File: src/rtl/inv_pi_pkg.sv
// Shared constants, FSM encoding and mod-5 lookup for the inverse pi-lane permutation unit.
package inv_pi_pkg;

    localparam int SIZE    = 5;
    localparam int MEMSIZE = SIZE * SIZE;

    typedef enum logic [1:0] {
        IDLE = 2'b00,
        RUN  = 2'b01,
        DONE = 2'b10
    } state_e;

    // Entry n (bits [3n+:3]) holds n mod 5 for n = 0..20, the full range of 2i+3j.
    localparam logic [62:0] MOD5_TABLE = {
        3'd0,
        3'd4, 3'd3, 3'd2, 3'd1, 3'd0,
        3'd4, 3'd3, 3'd2, 3'd1, 3'd0,
        3'd4, 3'd3, 3'd2, 3'd1, 3'd0,
        3'd4, 3'd3, 3'd2, 3'd1, 3'd0
    };

    function automatic logic [2:0] mod5_lookup(input logic [4:0] value);
        logic [62:0] table_bits;
        table_bits = MOD5_TABLE;
        return table_bits[3*value +: 3];
    endfunction

endpackage

File: src/rtl/inv_pi_unit_mod5_reduce.sv
// Combinational mod-5 reduction of a 5-bit value in 0..20 by repeated conditional subtraction.
module mod5_reduce (
    input  logic [4:0] value_in,
    output logic [2:0] value_out
);

    logic [4:0] partial;

    // Three subtraction stages bring 20 down to 5; the last stage folds into the output.
    always_comb begin
        partial = value_in;
        for (int k = 0; k < 3; k++) begin
            if (partial >= 5'd5) begin
                partial = partial - 5'd5;
            end
        end
        value_out = (partial >= 5'd5) ? 3'(partial - 5'd5) : partial[2:0];
    end

endmodule

File: src/rtl/inv_pi_unit.sv
// Inverse pi-lane permutation of a 5x5 slice, one cell per cycle.
// Optional parity cross-check enabled by defining INV_PI_PARITY_EN.
module inv_pi_unit
    import inv_pi_pkg::*;
(
    input  logic               clk,
    input  logic               rst,
    input  logic               start,
    input  logic [MEMSIZE-1:0] line,
    output logic               busy,
    output logic               done,
    output logic [MEMSIZE-1:0] out_line
`ifdef INV_PI_PARITY_EN
    ,
    output logic               parity_ok
`endif
);

    state_e             state_q, state_d;
    logic [2:0]         i_q, i_d;
    logic [2:0]         j_q, j_d;
    logic [MEMSIZE-1:0] in_q, in_d;
    logic [MEMSIZE-1:0] out_q, out_d;
    logic               busy_q, busy_d;
    logic               done_q, done_d;

    logic [4:0] diag_sum;
    logic [2:0] diag_mod;
    logic [4:0] src_idx;
    logic [4:0] dst_idx;
    logic       src_bit;

    assign diag_sum = {1'b0, i_q, 1'b0} + {1'b0, j_q, 1'b0} + {2'b00, j_q};

    mod5_reduce u_mod5 (
        .value_in  (diag_sum),
        .value_out (diag_mod)
    );

    assign src_idx = {j_q, 2'b00} + {2'b00, j_q} + {2'b00, diag_mod};
    assign dst_idx = {i_q, 2'b00} + {2'b00, i_q} + {2'b00, j_q};
    assign src_bit = in_q[src_idx];

`ifdef INV_PI_PARITY_EN
    logic xor_out_q, xor_out_d;
    logic parity_q, parity_d;
`endif

    always_comb begin
        state_d = state_q;
        i_d     = i_q;
        j_d     = j_q;
        in_d    = in_q;
        out_d   = out_q;
        busy_d  = busy_q;
        done_d  = 1'b0;
`ifdef INV_PI_PARITY_EN
        xor_out_d = xor_out_q;
        parity_d  = parity_q;
`endif
        unique case (state_q)
            IDLE: begin
                if (start) begin
                    in_d    = line;
                    out_d   = '0;
                    i_d     = 3'd0;
                    j_d     = 3'd0;
                    busy_d  = 1'b1;
                    state_d = RUN;
`ifdef INV_PI_PARITY_EN
                    xor_out_d = 1'b0;
                    parity_d  = 1'b1;
`endif
                end
            end
            RUN: begin
                out_d[dst_idx] = src_bit;
`ifdef INV_PI_PARITY_EN
                xor_out_d = xor_out_q ^ src_bit;
`endif
                if (j_q == 3'd4) begin
                    j_d = 3'd0;
                    if (i_q == 3'd4) begin
                        done_d  = 1'b1;
                        state_d = DONE;
                    end else begin
                        i_d = i_q + 3'd1;
                    end
                end else begin
                    j_d = j_q + 3'd1;
                end
            end
            DONE: begin
                busy_d  = 1'b0;
                state_d = IDLE;
`ifdef INV_PI_PARITY_EN
                parity_d = ((^in_q) == xor_out_q);
`endif
            end
            default: begin
                busy_d  = 1'b0;
                state_d = IDLE;
            end
        endcase
    end

    always_ff @(posedge clk) begin
        if (!rst) begin
            state_q <= IDLE;
            i_q     <= '0;
            j_q     <= '0;
            in_q    <= '0;
            out_q   <= '0;
            busy_q  <= 1'b0;
            done_q  <= 1'b0;
`ifdef INV_PI_PARITY_EN
            xor_out_q <= 1'b0;
            parity_q  <= 1'b1;
`endif
        end else begin
            state_q <= state_d;
            i_q     <= i_d;
            j_q     <= j_d;
            in_q    <= in_d;
            out_q   <= out_d;
            busy_q  <= busy_d;
            done_q  <= done_d;
`ifdef INV_PI_PARITY_EN
            xor_out_q <= xor_out_d;
            parity_q  <= parity_d;
`endif
        end
    end

    assign busy     = busy_q;
    assign done     = done_q;
    assign out_line = out_q;
`ifdef INV_PI_PARITY_EN
    assign parity_ok = parity_q;
`endif

endmodule

File: config.mk
export PLATFORM = sky130hd
export DESIGN_NAME = inv_pi_unit
export DESIGN_NICKNAME = d
export VERILOG_FILES = /design/src/rtl/inv_pi_pkg.sv /design/src/rtl/inv_pi_unit_mod5_reduce.sv /design/src/rtl/inv_pi_unit.sv
export SDC_FILE = /design/constraint.sdc
export NUM_CORES = 1
export LEC_CHECK = 0
export ABC_AREA = 1
export CORE_MARGIN = 8
export CORE_UTILIZATION = 33
export CTS_BUF_LIST = sky130_fd_sc_hd__clkbuf_4 sky130_fd_sc_hd__clkbuf_8
export CTS_CLUSTER_DIAMETER = 100
export DETAILED_ROUTE_END_ITERATION = 6
export GPL_ROUTABILITY_DRIVEN = 0
export HOLD_SLACK_MARGIN = 0.1
export SLEW_MARGIN = 20
export SYNTH_ARGS = -nofsm -noshare
export SYNTH_HDL_FRONTEND = slang
export SYNTH_SLANG_ARGS = --single-unit
export TNS_END_PERCENT = 5
File: constraint.sdc
create_clock -name clk -period 6.8 [get_ports clk]
set_input_delay 1.02 -clock clk [delete_from_list [all_inputs] [get_ports clk]]
set_output_delay 1.02 -clock clk [all_outputs]
set_load 0.1 [all_outputs]
Word level (Yosys, flattened, before mapping). Index checks and enable logic that the tools add are counted.

Flip-flop bits (word level): 60. Bits of input ports: 28. Output and inout port bits: 27. Logic and storage cells: 67.

$add $sub $neg: 12. Magnitude comparators: 7. Eq/ne operators: 7. Multiplexer cells: 24. Bitwise logic cells: 1. Reductions and logical operators: 9.

Operators with widths (count): $pmux W25 S2 (1); $add A5 B3 Y5 (5); $bwmux W25 (1); $mux W25 (1); $ge A5 B3 Y1 const B (4); $mux W3 (5); $mux W5 (3); $sub A5 B3 Y5 const B (3); $lt A5 B6 Y1 const B (2); $pmux W3 S2 (2); $ne A2 B2 Y1 const B (4); $add A3 B1 Y3 const B (2); $eq A3 B3 Y1 const B (2); $mux W2 (3); $reduce_and A2 Y1 (3); $reduce_and A3 Y1 (2); $add A4 B4 Y5 (1); $bmux W1 S5 (1); $demux W1 S5 (1); $ge A5 B1 Y1 const B (1); $mux W1 (4); $pmux W2 S2 (1); $reduce_and A4 Y1 (1); $sub A3 B3 Y3 const B (1); other kinds (6) (6).

Logic depth before layout (Yosys ltp).
Word-level depth: 15. Gate-level depth with buffers: 42. Depth with buffers taken out: 40.

Modules after synthesis. Synthesis repeated with hierarchy kept, for this count alone.

Cell total of the unflattened synthesis: 603. Area, all modules: 4371.7 um2.

By module, submodules not included: inv_pi_unit (instances 1, cells an instance 498, area an instance 3677.3 um2, sequential area each 1201.2 um2); mod5_reduce (instances 1, cells an instance 105, area an instance 694.4 um2, sequential area each 0.0 um2).

Least setup slack after synthesis. Ideal clock, no wire load.

Path kind: reg2reg. From: reg j_q[1]. To: reg out_q[10] (netlist: out_line[10]). Setup time: 0.057 ns. Data arrival time: 5.721 ns. Data required time: 6.743 ns. Path slack: 1.023 ns. Cell stages (with the launch flop): 38. Buffers on the path: 1. Clock period less this slack: 5.777 ns. Cell sequence: dfxtp_1 -> inv_1 -> fa_1 -> inv_1 -> ha_1 -> fa_1 -> inv_2 -> nand2_1 -> nor2_2 -> nor2_4 -> nand2_4 -> nand2_2 -> nand2_4 -> inv_2 -> o21bai_2 -> nand3_2 -> nand3_2 -> nand3_4 -> (+2 left out) -> inv_1 -> ha_1 -> inv_1 -> nor2_1 -> nand2_1 -> nand2_1 -> nand2_1 -> nand2_1 -> fa_1 -> inv_1 -> fa_1 -> inv_1 -> o311ai_0 -> nand3_1 -> o21ai_1 -> clkbuf_1 -> o21ai_0 -> inv_1.

Longest elaborated chain between the ends: 15. Elaborated cells between the ends (all ways): 26. Classes of those cells: add/sub (9); order compare (6); mux (10); reduce/logical (1).

RTL lines: start: declaration (line inv_pi_unit.sv:21) `logic [2:0] j_q, j_d;`; start signal: assignment (line inv_pi_unit.sv:123) `j_q <= j_d;`; $add A4 B4 Y5 (line inv_pi_unit.sv:33) `assign diag_sum = {1'b0, i_q, 1'b0} + {1'b0, j_q, 1'b0} + {2'b00, j_q};`; $add A5 B3 Y5 (line inv_pi_unit.sv:33); $sub A5 B3 Y5 or $ge A5 B3 Y1 (tied branches) (line inv_pi_unit_mod5_reduce.sv:14, inv_pi_unit_mod5_reduce.sv:13); $mux W5 (line inv_pi_unit_mod5_reduce.sv:13) `if (partial >= 5'd5) begin`; $sub A5 B3 Y5 or $ge A5 B3 Y1 (tied branches) (line inv_pi_unit_mod5_reduce.sv:14, inv_pi_unit_mod5_reduce.sv:13); $mux W5 (line inv_pi_unit_mod5_reduce.sv:13); $sub A5 B3 Y5 or $ge A5 B3 Y1 (tied branches) (line inv_pi_unit_mod5_reduce.sv:14, inv_pi_unit_mod5_reduce.sv:13); $mux W5 (line inv_pi_unit_mod5_reduce.sv:13); $ge A5 B3 Y1 or $sub A3 B3 Y3 (tied branches) (line inv_pi_unit_mod5_reduce.sv:17) `value_out = (partial >= 5'd5) ? 3'(partial - 5'd5) : partial[2:0];`; $mux W3 (line inv_pi_unit_mod5_reduce.sv:17); $add A5 B3 Y5 (line inv_pi_unit.sv:40) `assign src_idx = {j_q, 2'b00} + {2'b00, j_q} + {2'b00, diag_mod};`; $bmux W1 S5 (line inv_pi_unit.sv:42) `assign src_bit = in_q[src_idx];`; $mux W1 (not written as such) (line inv_pi_unit.sv:42); $bwmux W25 * (line inv_pi_unit.sv:77) `out_d[dst_idx] = src_bit;`; $pmux W25 S2 * (line inv_pi_unit.sv:61) `unique case (state_q)`; end signal: assignment (line inv_pi_unit.sv:125) `out_q <= out_d;`; end: declaration (line inv_pi_unit.sv:23) `logic [MEMSIZE-1:0] out_q, out_d;`.

Mark *: on every way between the ends. The rest lies on a longest branch, timed or not. The select of a mux whose other input is x is not followed. A chain may end at the register's enable or synchronous reset.

Worst setup path in the final report.
From: reg j_q[1]. To: reg out_q[20] (netlist: out_line[20]).

Same word-level chain as after synthesis.

==> results.md <==
- Clock sink count: 60
- Worst-path clk slew: 0.08 ns
- Critical Path End Type: register
- R2r startpoint: j_q[1]
- Post-Syn Instances: 539
- Critical path launch point type: register
- Max Cap Viol: 0
- Syn Nets: 594
- Post-CTS resize count: 0
- Post-synth EDFFs: 0
- Post-placement cell area: 0.004337 mm^2
- Setup ws final: 0.5688 ns
- Endpoint of the worst hold path: in_q[8]
- PortBufs: 54
- Post-CTS Setup Bufs: 0
- Hold_buf cts: 0
- PwrDens: 306.0 mW/mm^2
- Period Utilization, post-route: 0.9163
- Worst Hold Launch: in_q[8]
- Worst vdd ir: 0.2271 mV
- Hpwl dp: 6.657 mm
- Area contributors post-synth: dfxtp_1, nand2_1, o21ai_0
- Primary FF master, synth: dfxtp_1
- Unrepaired setup endpoints after global routing: false
- Post-synthesis cell area: 0.003675 mm^2
- Finish-stage setup viols: 0
- IO Pins: 55
- Hold WS: 0.4575 ns
- Cells on Worst Hold Path: 2
- Pwr Total: 1.396 mW
- Ratio of cells with drive above 1 in the final layout: 0.08249
- CTS max path bufs: 2
- Cell mode on critical path: inv_1
- Largest net degree at the start of global routing: 49
- Tmin final: 6.231 ns
- Reg2Reg Setup Slack: 0.57 ns
- CP max-delay cell: fa_1
- CTS tree: done
- Hold Path Class: reg -> reg
- Top-area cell type share of the netlist area: 0.3269
- Top cells by count, synth: nand2_1, inv_1, dfxtp_1
- Antenna violations before repair: 0
- Drt first pass iters: 4
- Die H: 121.5 um
- Crit path max fanout: 25
- GRT Util Overall: 0.1319
- CTS H-tree depth: 3
- Area leader, netlist: dfxtp_1
- Avg WL per Cell: 12.50 um
- Sequential area share after synthesis: 0.3269
- Initial Util: 0.3390
- Vias in the first global route: 3491
- Reg-to-reg endpoint: out_line[20]
- # diodes: 0
- Residual DRC: 0
- Synth cell types: 34
- Area grow syn2layout: 24.14%
- Outcome: finished, final reports clean
- Die area: 0.01477 mm^2
- Final nets: 644
- Remaining antenna violation count: 0
- Yosys reg bits: 60
- Post-Route Setup TNS: 0 ns
- Async SR Flop Fraction: 0
- Worst skew pair latency: 0.34 ns
- Vias per std cell: 4.748
- Core Area: 0.01084 mm^2
- Actual slew at the worst max-slew pin: 1.002 ns
- Global route overflow: 0
- DIE WIDTH: 121.5 um
- Placement Setup Slack: 0.5981 ns
- Clock skew: 0.01033 ns
- Post-Route WL: 9.172 mm
- CP max stage delay: 0.66 ns
- Req. time, crit path: 7.09 ns
- Final Cell Area: 0.004562 mm^2
- Final Hold Fails: 0
- First-pass GRT wire length: 16.22 mm
- Iter 0 DRT Violations: 138
- Num CTS Buffers: 9
- # rows: 38
- LEAKAGE: 2.122 nW
- Max-slew violation count: 0
- R2R cell count: 35
- Max-slew headroom: 0.3299
- Highest Clock Rate: 160.5 MHz
- Synth Area per Inst: 6.818 um^2
- Ys Warns: 0
- Worst Path Arrival: 6.53 ns
- Worst Path Class, Setup: reg -> reg
- Vias: 3485
- CTS root buf: clkbuf_8
- Count leader, synth: nand2_1
==> cell families after synthesis <==
family,synth area share
compound gates,0.1849
flops,0.3269
fa+ha+maj,0.1062
xor+xnor,0.01941
simple gates,0.2591
buf+inv,0.1035
==> sequential cells by signal (all words and copies together) (netlist names) <==
signal and cells:
i_q 3, out_line 25, state_q 2, busy 1
done 1, j_q 3, in_q 25
==> placed cells by master, fill, tap and decap left out, types with 8 or more instances in the layout <==
cell,Yosys,routed
a21oi_1,56,56
clkbuf_8,0,10
clkdlybuf4s50_1,0,54
dfxtp_1,60,60
ha_1,20,20
inv_1,76,75
inv_2,7,8
nand2_1,127,127
nand3_1,21,21
nor2_1,38,38
o21ai_0,58,58
==> layer usage <==
metal	GRT usage	vias to the layer above	wire [um]
li1	-	1830	-
met1	0.1587	1571	4334
met2	0.2171	76	4161
met3	0.04933	8	603
met4	0.03392	0	72
met5	0	-	0
==> worst max-delay path, delay by kind of cell, from the launching register on <==
kind,cells,cell delay [ns]
buffers and inverters,9,0.81
adder cells (fa/ha/maj),6,2.61
AO/OA/AOI/OAI,5,0.92
flip-flops,1,0.49
AND/OR/NAND/NOR,15,1.32
==> metrics by stage <==
step	instances	utilization
floorplan	539	-
detailed placement	718	0.4000
CTS	734	0.4208
global route	734	0.4208
global placement	718	0.4000
finish	734	0.4208
==> final cells by class <==
| type | instances | area, um^2 |
|---|---|---|
| clock buffers | 10 | 137.6 |
| clock inverters | 6 | 87.58 |
| fillers | 1134 | 6279 |
| inverters | 83 | 311.5 |
| multi-input cells | 379 | 2093 |
| flip-flops and latches | 60 | 1201 |
| well taps | 140 | 175.2 |
| repair buffers | 56 | 555.5 |
==> where the power goes <==
| group | leakage (nW) | switching (mW) | internal (mW) |
|---|---|---|---|
| Sequential | 0.489 | 0.0107 | 0.368 |
| Clock | 0.105 | 0.146 | 0.215 |
| Combinational | 1.53 | 0.440 | 0.215 |
==> worst max-delay path by stage <==
stage               startpoint           end  cells past startpoint
floorplan               j_q[1]  out_line[10]                     37
global placement        j_q[1]  out_line[20]                     37
detailed placement      j_q[1]  out_line[20]                     35
CTS                     j_q[1]   out_line[1]                     35
global route            j_q[1]  out_line[12]                     36
finish                  j_q[1]  out_line[20]                     35
Power figures use the tool's default switching activity.
